**src/rtl/voice_allocator_pkg.sv**
```systemverilog
// Shared constants for the voice allocator and its per-voice slots.
`default_nettype none

package voice_allocator_pkg;

   localparam int unsigned DEF_NOTE_W = 6;
   localparam int unsigned DEF_DUR_W  = 6;
   localparam int unsigned NOTE_REST  = 0;

endpackage

`default_nettype wire

```
**src/rtl/voice_allocator_voice_slot.sv**
```systemverilog
// One note-player voice: holds a note and counts its remaining duration down on ticks.
`default_nettype none

module voice_slot
   import voice_allocator_pkg::*;
#(
   parameter int unsigned NOTE_W = DEF_NOTE_W,
   parameter int unsigned DUR_W  = DEF_DUR_W
) (
   input  logic              clk,
   input  logic              reset,
   input  logic              flush_i,
   input  logic              tick_i,
   input  logic              load_i,
   input  logic [NOTE_W-1:0] note_i,
   input  logic [DUR_W-1:0]  dur_i,
   output logic              active_o,
   output logic [NOTE_W-1:0] note_o,
   output logic              load_o
);

   logic [DUR_W-1:0]  count_q, count_d;
   logic [NOTE_W-1:0] note_q, note_d;
   logic              load_q, load_d;

   // A load only ever targets an idle slot, so it never competes with a decrement.
   always_comb begin
      count_d = count_q;
      note_d  = note_q;
      load_d  = load_i & ~flush_i;
      if (flush_i) begin
         count_d = '0;
         note_d  = NOTE_W'(NOTE_REST);
      end else if (load_i) begin
         count_d = dur_i;
         note_d  = note_i;
      end else if (tick_i && (count_q != '0)) begin
         count_d = count_q - DUR_W'(1);
      end
   end

   always_ff @(posedge clk or negedge reset) begin
      if (!reset) begin
         count_q <= '0;
         note_q  <= '0;
         load_q  <= 1'b0;
      end else begin
         count_q <= count_d;
         note_q  <= note_d;
         load_q  <= load_d;
      end
   end

   assign active_o = (count_q != '0);
   assign note_o   = note_q;
   assign load_o   = load_q;

endmodule

`default_nettype wire

```
**src/rtl/voice_allocator.sv**
```systemverilog
// Assigns (note, duration) requests to the lowest-index free voice and frees voices on expiry.
`default_nettype none

module voice_allocator
   import voice_allocator_pkg::*;
#(
   parameter int unsigned NUM_VOICES = 3,
   parameter int unsigned NOTE_W     = DEF_NOTE_W,
   parameter int unsigned DUR_W      = DEF_DUR_W
) (
   input  logic                         clk,
   input  logic                         reset,
   input  logic                         play,
   input  logic                         flush,
   input  logic                         beat,
   input  logic                         note_valid,
   input  logic [NOTE_W-1:0]            note_in,
   input  logic [DUR_W-1:0]             dur_in,
   output logic                         note_ready,
   output logic [NUM_VOICES-1:0]        voice_load,
   output logic [NUM_VOICES*NOTE_W-1:0] voice_note,
   output logic [NUM_VOICES-1:0]        voice_active,
   output logic                         all_idle
);

   logic [NUM_VOICES-1:0] free_vec;
   logic [NUM_VOICES-1:0] target_vec;
   logic [NUM_VOICES-1:0] load_vec;
   logic                  accept;
   logic                  tick;

   assign free_vec   = ~voice_active;
   // Isolate the lowest set bit: fixed priority towards voice 0.
   assign target_vec = free_vec & (~free_vec + NUM_VOICES'(1));

   assign note_ready = reset & play & ~flush & (|free_vec);
   assign accept     = note_valid & note_ready;
   assign load_vec   = (accept && (dur_in != '0)) ? target_vec : '0;
   assign tick       = beat & play;
   assign all_idle   = ~|voice_active;

   generate
      for (genvar i = 0; i < NUM_VOICES; i++) begin : g_voice
         voice_slot #(
            .NOTE_W (NOTE_W),
            .DUR_W  (DUR_W)
         ) u_slot (
            .clk      (clk),
            .reset    (reset),
            .flush_i  (flush),
            .tick_i   (tick),
            .load_i   (load_vec[i]),
            .note_i   (note_in),
            .dur_i    (dur_in),
            .active_o (voice_active[i]),
            .note_o   (voice_note[i*NOTE_W +: NOTE_W]),
            .load_o   (voice_load[i])
         );
      end
   endgenerate

endmodule

`default_nettype wire

```
**config.mk**
```make
export PLATFORM = sky130hd
export DESIGN_NAME = voice_allocator
export DESIGN_NICKNAME = d
export VERILOG_FILES = /design/src/rtl/voice_allocator_pkg.sv /design/src/rtl/voice_allocator_voice_slot.sv /design/src/rtl/voice_allocator.sv
export SDC_FILE = /design/constraint.sdc
export NUM_CORES = 1
export LEC_CHECK = 0
export CORE_MARGIN = 2
export CORE_UTILIZATION = 60
export DETAILED_ROUTE_END_ITERATION = 16
export DONT_BUFFER_PORTS = 1
export PLACE_DENSITY = 0.76
export SLEW_MARGIN = 20
export SYNTH_ARGS = -nofsm -noshare
export SYNTH_HDL_FRONTEND = slang
export SYNTH_SLANG_ARGS = --single-unit
```
**constraint.sdc**
```tcl
create_clock -name clk -period 5.5 [get_ports clk]
set_input_delay 0.825 -clock clk [delete_from_list [all_inputs] [get_ports clk]]
set_output_delay 0.825 -clock clk [all_outputs]
set_load 0.005 [all_outputs]
```
==> results of run 1 <==
==> layout make-up <==
type                    instances  area (sq um)
clock buffers                   6          51.3
clock inverters                 2          35.0
fillers                       289          1170
inverters                      18          68.8
multi-input cells             138          1060
flip-flops and latches         39           976
well taps                      46          57.6
==> metrics by stage <==
stage / hold slack [ns] / cell area, sq um / power [uW] / std cells / setup WS, ns
2_1_floorplan: 0.529 / 2200 / 964 / 209 / 3.07
4_1_cts: 0.138 / 2240 / 1220 / 249 / 2.31
5_1_grt: 0.113 / 2240 / 1300 / 249 / 2.18
6_report: 0.145 / 2240 / 1220 / 249 / 2.29
3_5_place_dp: 0.531 / 2160 / 1020 / 241 / 2.36
3_3_place_gp: 0.531 / 2160 / 987 / 241 / 2.42
==> layout by cell type (no fill, tap or decap), types with 4 or more instances in the layout <==
cell,instances
dfrtp_1,39
inv_1,15
nor2b_1,15
nand2_1,12
nand3_1,10
nor2_1,8
mux2_4,7
mux2_2,7
nor3_1,6
o21ai_0,6
o22ai_1,6
a21oi_1,5
xnor2_1,5
mux2i_1,5
clkbuf_4,5
o2bb2ai_1,4
==> layer usage <==
metal / up-vias / wire [um]
met5: - / 0
met4: 0 / 97
met1: 762 / 1970
met2: 64 / 2380
li1: 726 / -
met3: 16 / 352
==> cells by family (layout without fill, tap and decap cells) <==
family | after synthesis | in the layout
buffers and inverters | 32 | 26
AO/OA/AOI/OAI | 39 | 39
adder cells (fa/ha/maj) | 3 | 3
multiplexers | 19 | 19
XOR/XNOR | 8 | 8
AND/OR/NAND/NOR | 69 | 69
flip-flops | 39 | 39
==> flip-flops by register name, summed over array words and instances, names as in the netlist <==
register / flops
g_voice.u_slot.count_q: 18
g_voice.u_slot.load_o: 3
g_voice.u_slot.note_o: 18
==> worst register-to-register path, cell delays in order, from the launching register on <==
cell	delay (ns)
dfrtp_1	0.43
inv_1	0.07
ha_1	0.16
nor2b_1	0.34
nand2_2	0.23
nor3b_2	0.91
mux2_2	0.42
==> worst min-delay path by stage <==
stage	startpoint	to	slack (ns)	cells after the start
final	reset	g_voice[1].u_slot.count_q[3]	0.15	0
after global routing	reset	g_voice[0].u_slot.note_o[2]	0.11	0
after CTS	reset	g_voice[2].u_slot.note_o[0]	0.14	0
after detailed placement	reset	g_voice[1].u_slot.count_q[3]	0.53	0
after global placement	reset	g_voice[1].u_slot.count_q[2]	0.53	0
after floorplan	reset	g_voice[0].u_slot.count_q[0]	0.53	0
==> power groups by stage <==
stage	Clock, uW	Sequential [uW]	Combinational (uW)
2_1_floorplan	0	412	552
4_1_cts	206	425	591
3_3_place_gp	0	426	561
6_report	202	427	592
3_5_place_dp	0	430	587
5_1_grt	219	436	643
==> reports/results.ini, run 1 <==
[power_and_ir_drop]
power_density_nw_per_um2=543
power.switching_uw=527
leakagePower_uw=0.00103
pwr-share-seq=0.350
combPwrFrac=0.485
power.share.clock=0.165
swShare=0.432
peakVddDrop_uv=321
p_int_uw=693

[setup_path]
crit_path_top_delay_cell=or4b_4
critPathBufInv=2
regToRegEndpoint=g_voice[1].u_slot.note_o[0]
crit_arrival_ns=2.38
worst_setup_path_start_kind=register
ff2ff_setup_slack_ns=2.84
cp-startpoint=g_voice[0].u_slot.count_q[0]
timing.rr.start=g_voice[1].u_slot.count_q[0]
path_depth=6
crit_family=simple AND/OR/NAND/NOR gates
critPathKind=reg -> out
crit_end=note_ready
required_ns=4.68
worstPathMaxFanout=12
slowest_delay_ns=0.51
rr_worst_depth=6
crit_chain=inv_1 > ha_1 > or4b_4 > nor2_4 > inv_2 > a311oi_1
endpoint_kind=output port

[synth]
yosysSeqAreaShare=0.444
synthesis.nets=230
synthArstFlopShare=1.00
yosys.area.top_type_share=0.444
synth_compound_area_frac=0.130
synth_xor_area_frac=0.0319
synth_top_cells_by_area=dfrtp_1, mux2_4, nor2b_1
yosys.area_share.simple=0.195
synthFlopType=dfrtp_1
synth.most_common_cell=dfrtp_1
synthAdderAreaFrac=0.0171
synth_area_leader_cell=dfrtp_1
ys_seq_elements=39
synth_edf_count=0
ys_warn_count=0
syn_area_sq_um=2200
synthCells=209
synth_area_per_cell_sq_um=10.5
synthMuxAreaShare=0.106
yosys-top-cells-count=dfrtp_1, inv_1, nor2b_1, nand2_1, nand3_1
synth.distinct_cells=54
synth_top_family_by_area=simple AND/OR/NAND/NOR gates

[die]
initial_core_util=0.644
fp.coreArea_sq_um=3420
die_height_um=64.5
die-area_sq_um=4160
io_pins=44
die_x_um=64.5
row_count=21

[cts]
cts_buffers=5
cts-resized-gates=0
clk_latency_ns=0.35
htree_num_levels=2
path_clk_slew_ns=0.12
clock_path_buffers=2
cts_hold_buf=0
cts_setup_buffers=0
root_buffer=clkbuf_4
clock_sinks=39
cts_tree=done

[sta]
finalHoldViolCount=0
worst_pin_slew_ns=1.09
finalCritPeriodShare=0.584
finalMaxSlewViolations=0
fmax_mhz=312
setup_tns_ns=0
clock_skew_ns=0.0138
final.min_clock_period_ns=3.21
max-slew-margin-rel=0.272
setup_viol=0
rsz0062_at_grt=no

[min_path]
hold_class=in -> async

[grt]
grt_use_met3=0.0885
grt_use_met1=0.293
grt_max_degree=42
grt_first_pass_wirelength_mm=7.94
grt_antenna_before_repair=0
overflow=0
grt_pass1_vias=1658
grt.total_usage=0.251
busiest_layer=met2
grt_use_met2=0.421

[placement]
io_buffer_count=0
place_congestion=0.836
hpwl_mm=3.44

[cells_and_area]
final_util=0.657
drive_gt1_frac=0.167
finalNetCount=223
area_growth_pct=2.11
insertedDiodeCount=0

[route]
drt_wl_total_mm=4.80
viasPerCell=6.30
vias=1568
dr.pass1.iters=6
drtIter0Drc=63
wl_per_cell_um=19.3
ant_nets=0
drcViolationCount=0

[status]
status=complete, no violations

[flow_run]
maxCapViolCount=0

No activity file was read; power rests on OpenSTA's default activity.
==> run 2: changes to the inputs <==
- CORE_UTILIZATION: 60 -> 57
- PLACE_DENSITY: 0.76 -> 0.75
- clock period: 5.5 -> 2.7 ns (I/O delays scaled with it)
==> run 2 against run 1 <==
  * Non-clock buffer count grew 7
  * Sequential power increased by 100%
  * Register-to-register slack lost 2.6 ns
  * Flip-flop and latch count unchanged
  * Combinational power rose by 130%
  * Clock-buffer cell count is 1 lower
  * Core utilization decreased by 2.9 points
  * Cell count is 3.6% higher
  * Largest cell class unchanged
  * Die area is 4.9% higher
  * Setup slack worse by 2.1 ns
  * Via count rose by 4.0%
  * Global-route usage fell by 0.31 points
==> reports/results.ini, run 2 (synthesis gave the netlist of run 1 again) <==
[status]
status=complete, no violations

[placement]
hpwl_mm=3.51  ; +2.0%
io_buffer_count=0  ; unchanged
place_congestion=0.845  ; +1.1%
dp.cells=245  ; +1.7%

[route]
dr_wl_met2_mm=2.55  ; +6.9%
met1Wirelength_mm=1.99  ; +1.2%
wl_per_cell_um=19.2  ; -0.41%
drt_wl_total_mm=4.96  ; +3.2%
ant_nets=0  ; unchanged
drcViolationCount=0  ; unchanged
vias=1630  ; +4.0%
drtIter0Drc=96  ; +52%
dr.pass1.iters=4  ; -2
viasPerCell=6.32  ; +0.33%
wl_met3_um=348  ; -1.1%
highest_layer=met4

[min_path]
min_from=flush
hold_end=g_voice[0].u_slot.count_q[4]
hold_class=in -> reg
min_path_cells=1

[cells_and_area]
finalNetCount=230  ; +3.1%
insertedDiodeCount=0  ; unchanged
drive_gt1_frac=0.190  ; +0.0230
final_cell_mix=dfrtp_1, inv_1, nor2b_1
final_cells=258  ; +3.6%
mostFrequentLayoutCell=dfrtp_1
area_growth_pct=5.41

[cts]
path_clk_slew_ns=0.08  ; -0.04 ns
clock_sinks=39  ; unchanged
clock_path_buffers=2  ; unchanged
htree_num_levels=2  ; unchanged
cts_buffers=5  ; unchanged
cts-resized-gates=0  ; unchanged
cts_tree=done
root_buffer=clkbuf_8
clk_latency_ns=0.30  ; -0.05 ns

[grt]
grt_antenna_before_repair=0  ; unchanged
grt_pass1_vias=1666  ; +0.48%
grt.total_usage=0.248  ; -0.00312
grt_first_pass_wirelength_mm=8.01  ; +0.95%
grt_max_degree=40  ; -4.8%
overflow=0  ; unchanged

[setup_path]
crit_path_top_delay_cell=or4b_4
crit_arrival_ns=2.14  ; -0.24 ns
critPathBufInv=2  ; unchanged
rr_worst_depth=7  ; +1
timing.rr.start=g_voice[0].u_slot.count_q[0]
crit_chain=inv_1 > ha_1 > or4b_4 > nor2_4 > inv_2 > a311oi_1
worst_setup_path_start_kind=register
endpoint_kind=output port
required_ns=2.30  ; -2.38 ns
regToRegEndpoint=g_voice[1].u_slot.note_o[1]
worstPathMaxFanout=6  ; -6
crit_family=simple AND/OR/NAND/NOR gates
slowest_delay_ns=0.52  ; about the same
ff2ff_setup_slack_ns=0.27  ; -2.57 ns
critPathKind=reg -> out

[sta]
setup_viol=0  ; unchanged
worst_pin_slew_ns=0.949  ; -0.138 ns
finalHoldViolCount=0  ; unchanged
setup_tns_ns=0  ; unchanged
final.min_clock_period_ns=2.54
rsz0062_at_grt=no
max-slew-margin-rel=0.364  ; +0.0922
clock_skew_ns=0.00769  ; -0.00608 ns
finalMaxSlewViolations=0  ; unchanged
fmax_mhz=394
finalCritPeriodShare=0.941

[die]
row_count=22  ; +4.8%
die_height_um=66.1  ; +2.4%
io_pins=44  ; unchanged
initial_core_util=0.596  ; -0.0476
fp.coreArea_sq_um=3690  ; +8.0%
die-area_sq_um=4370  ; +4.9%
die_x_um=66.1  ; +2.4%

[power_and_ir_drop]
combPwrFrac=0.514  ; +0.029
p_int_uw=1490  ; +110%
power_density_nw_per_um2=1130  ; +110%
power.share.clock=0.152  ; -0.013
leakagePower_uw=0.00106  ; +2.9%
pwr-share-seq=0.334  ; -0.016
peakVddDrop_uv=628  ; +96%
swShare=0.431  ; -0.000524
power.switching_uw=1130  ; +110%

[flow_run]
maxCapViolCount=0  ; unchanged

==> run 2: per-stage QoR <==
| step | util | hold WS, ns | power, uW | area, sq um | setup WS [ns] |
|---|---|---|---|---|---|
| after floorplan | - | 0.109 | 1960 | 2200 | 0.694 |
| after detailed placement | 0.590 | 0.110 | 2090 | 2180 | 0.302 |
| final | 0.628 | 0.171 | 2610 | 2320 | 0.160 |
| after global routing | 0.628 | 0.155 | 2770 | 2320 | 0.103 |
| after global placement | 0.590 | 0.110 | 2020 | 2180 | 0.412 |
| after CTS | 0.622 | 0.164 | 2500 | 2290 | 0.0419 |
==> run 2: worst max path at each step <==
| stage | start | to | slack, ns | cells after the start |
|---|---|---|---|---|
| 6_report | g_voice[0].u_slot.count_q[0] | note_ready | 0.16 | 6 |
| 3_5_place_dp | g_voice[1].u_slot.count_q[0] | g_voice[1].u_slot.note_o[1] | 0.30 | 6 |
| 5_1_grt | g_voice[2].u_slot.count_q[1] | note_ready | 0.10 | 6 |
| 2_1_floorplan | g_voice[2].u_slot.count_q[0] | note_ready | 0.69 | 6 |
| 4_1_cts | g_voice[0].u_slot.count_q[0] | note_ready | 0.04 | 6 |
| 3_3_place_gp | g_voice[1].u_slot.count_q[0] | g_voice[1].u_slot.note_o[1] | 0.41 | 6 |
==> run 2: power by group through the flow <==
stage / registers (uW) / logic (uW) / clock network (uW)
after global routing: 884 / 1460 / 428
after floorplan: 838 / 1130 / 0
final: 873 / 1340 / 396
after detailed placement: 877 / 1210 / 0
after global placement: 866 / 1160 / 0
after CTS: 867 / 1230 / 399
==> run 2: routing by layer <==
layer,GRT usage,up-vias
met5,0,-
met4,0.0944,0
met3,0.0716,6
met2,0.435,61
met1,0.283,821
li1,-,742
==> run 2: layout make-up <==
type / instances / area (sq um)
fillers: 315 / 1370
clock inverters: 3 / 20.0
flip-flops and latches: 39 / 976
clock buffers: 5 / 68.8
inverters: 18 / 68.8
repair buffers: 7 / 67.6
multi-input cells: 138 / 1060
well taps: 48 / 60.1
==> run 2: repair_timing <==
action,in CTS,in global routing
setup endpoints to repair,0,1
hold buffers,2,0
hold endpoints to repair,39,0
setup buffers,0,3
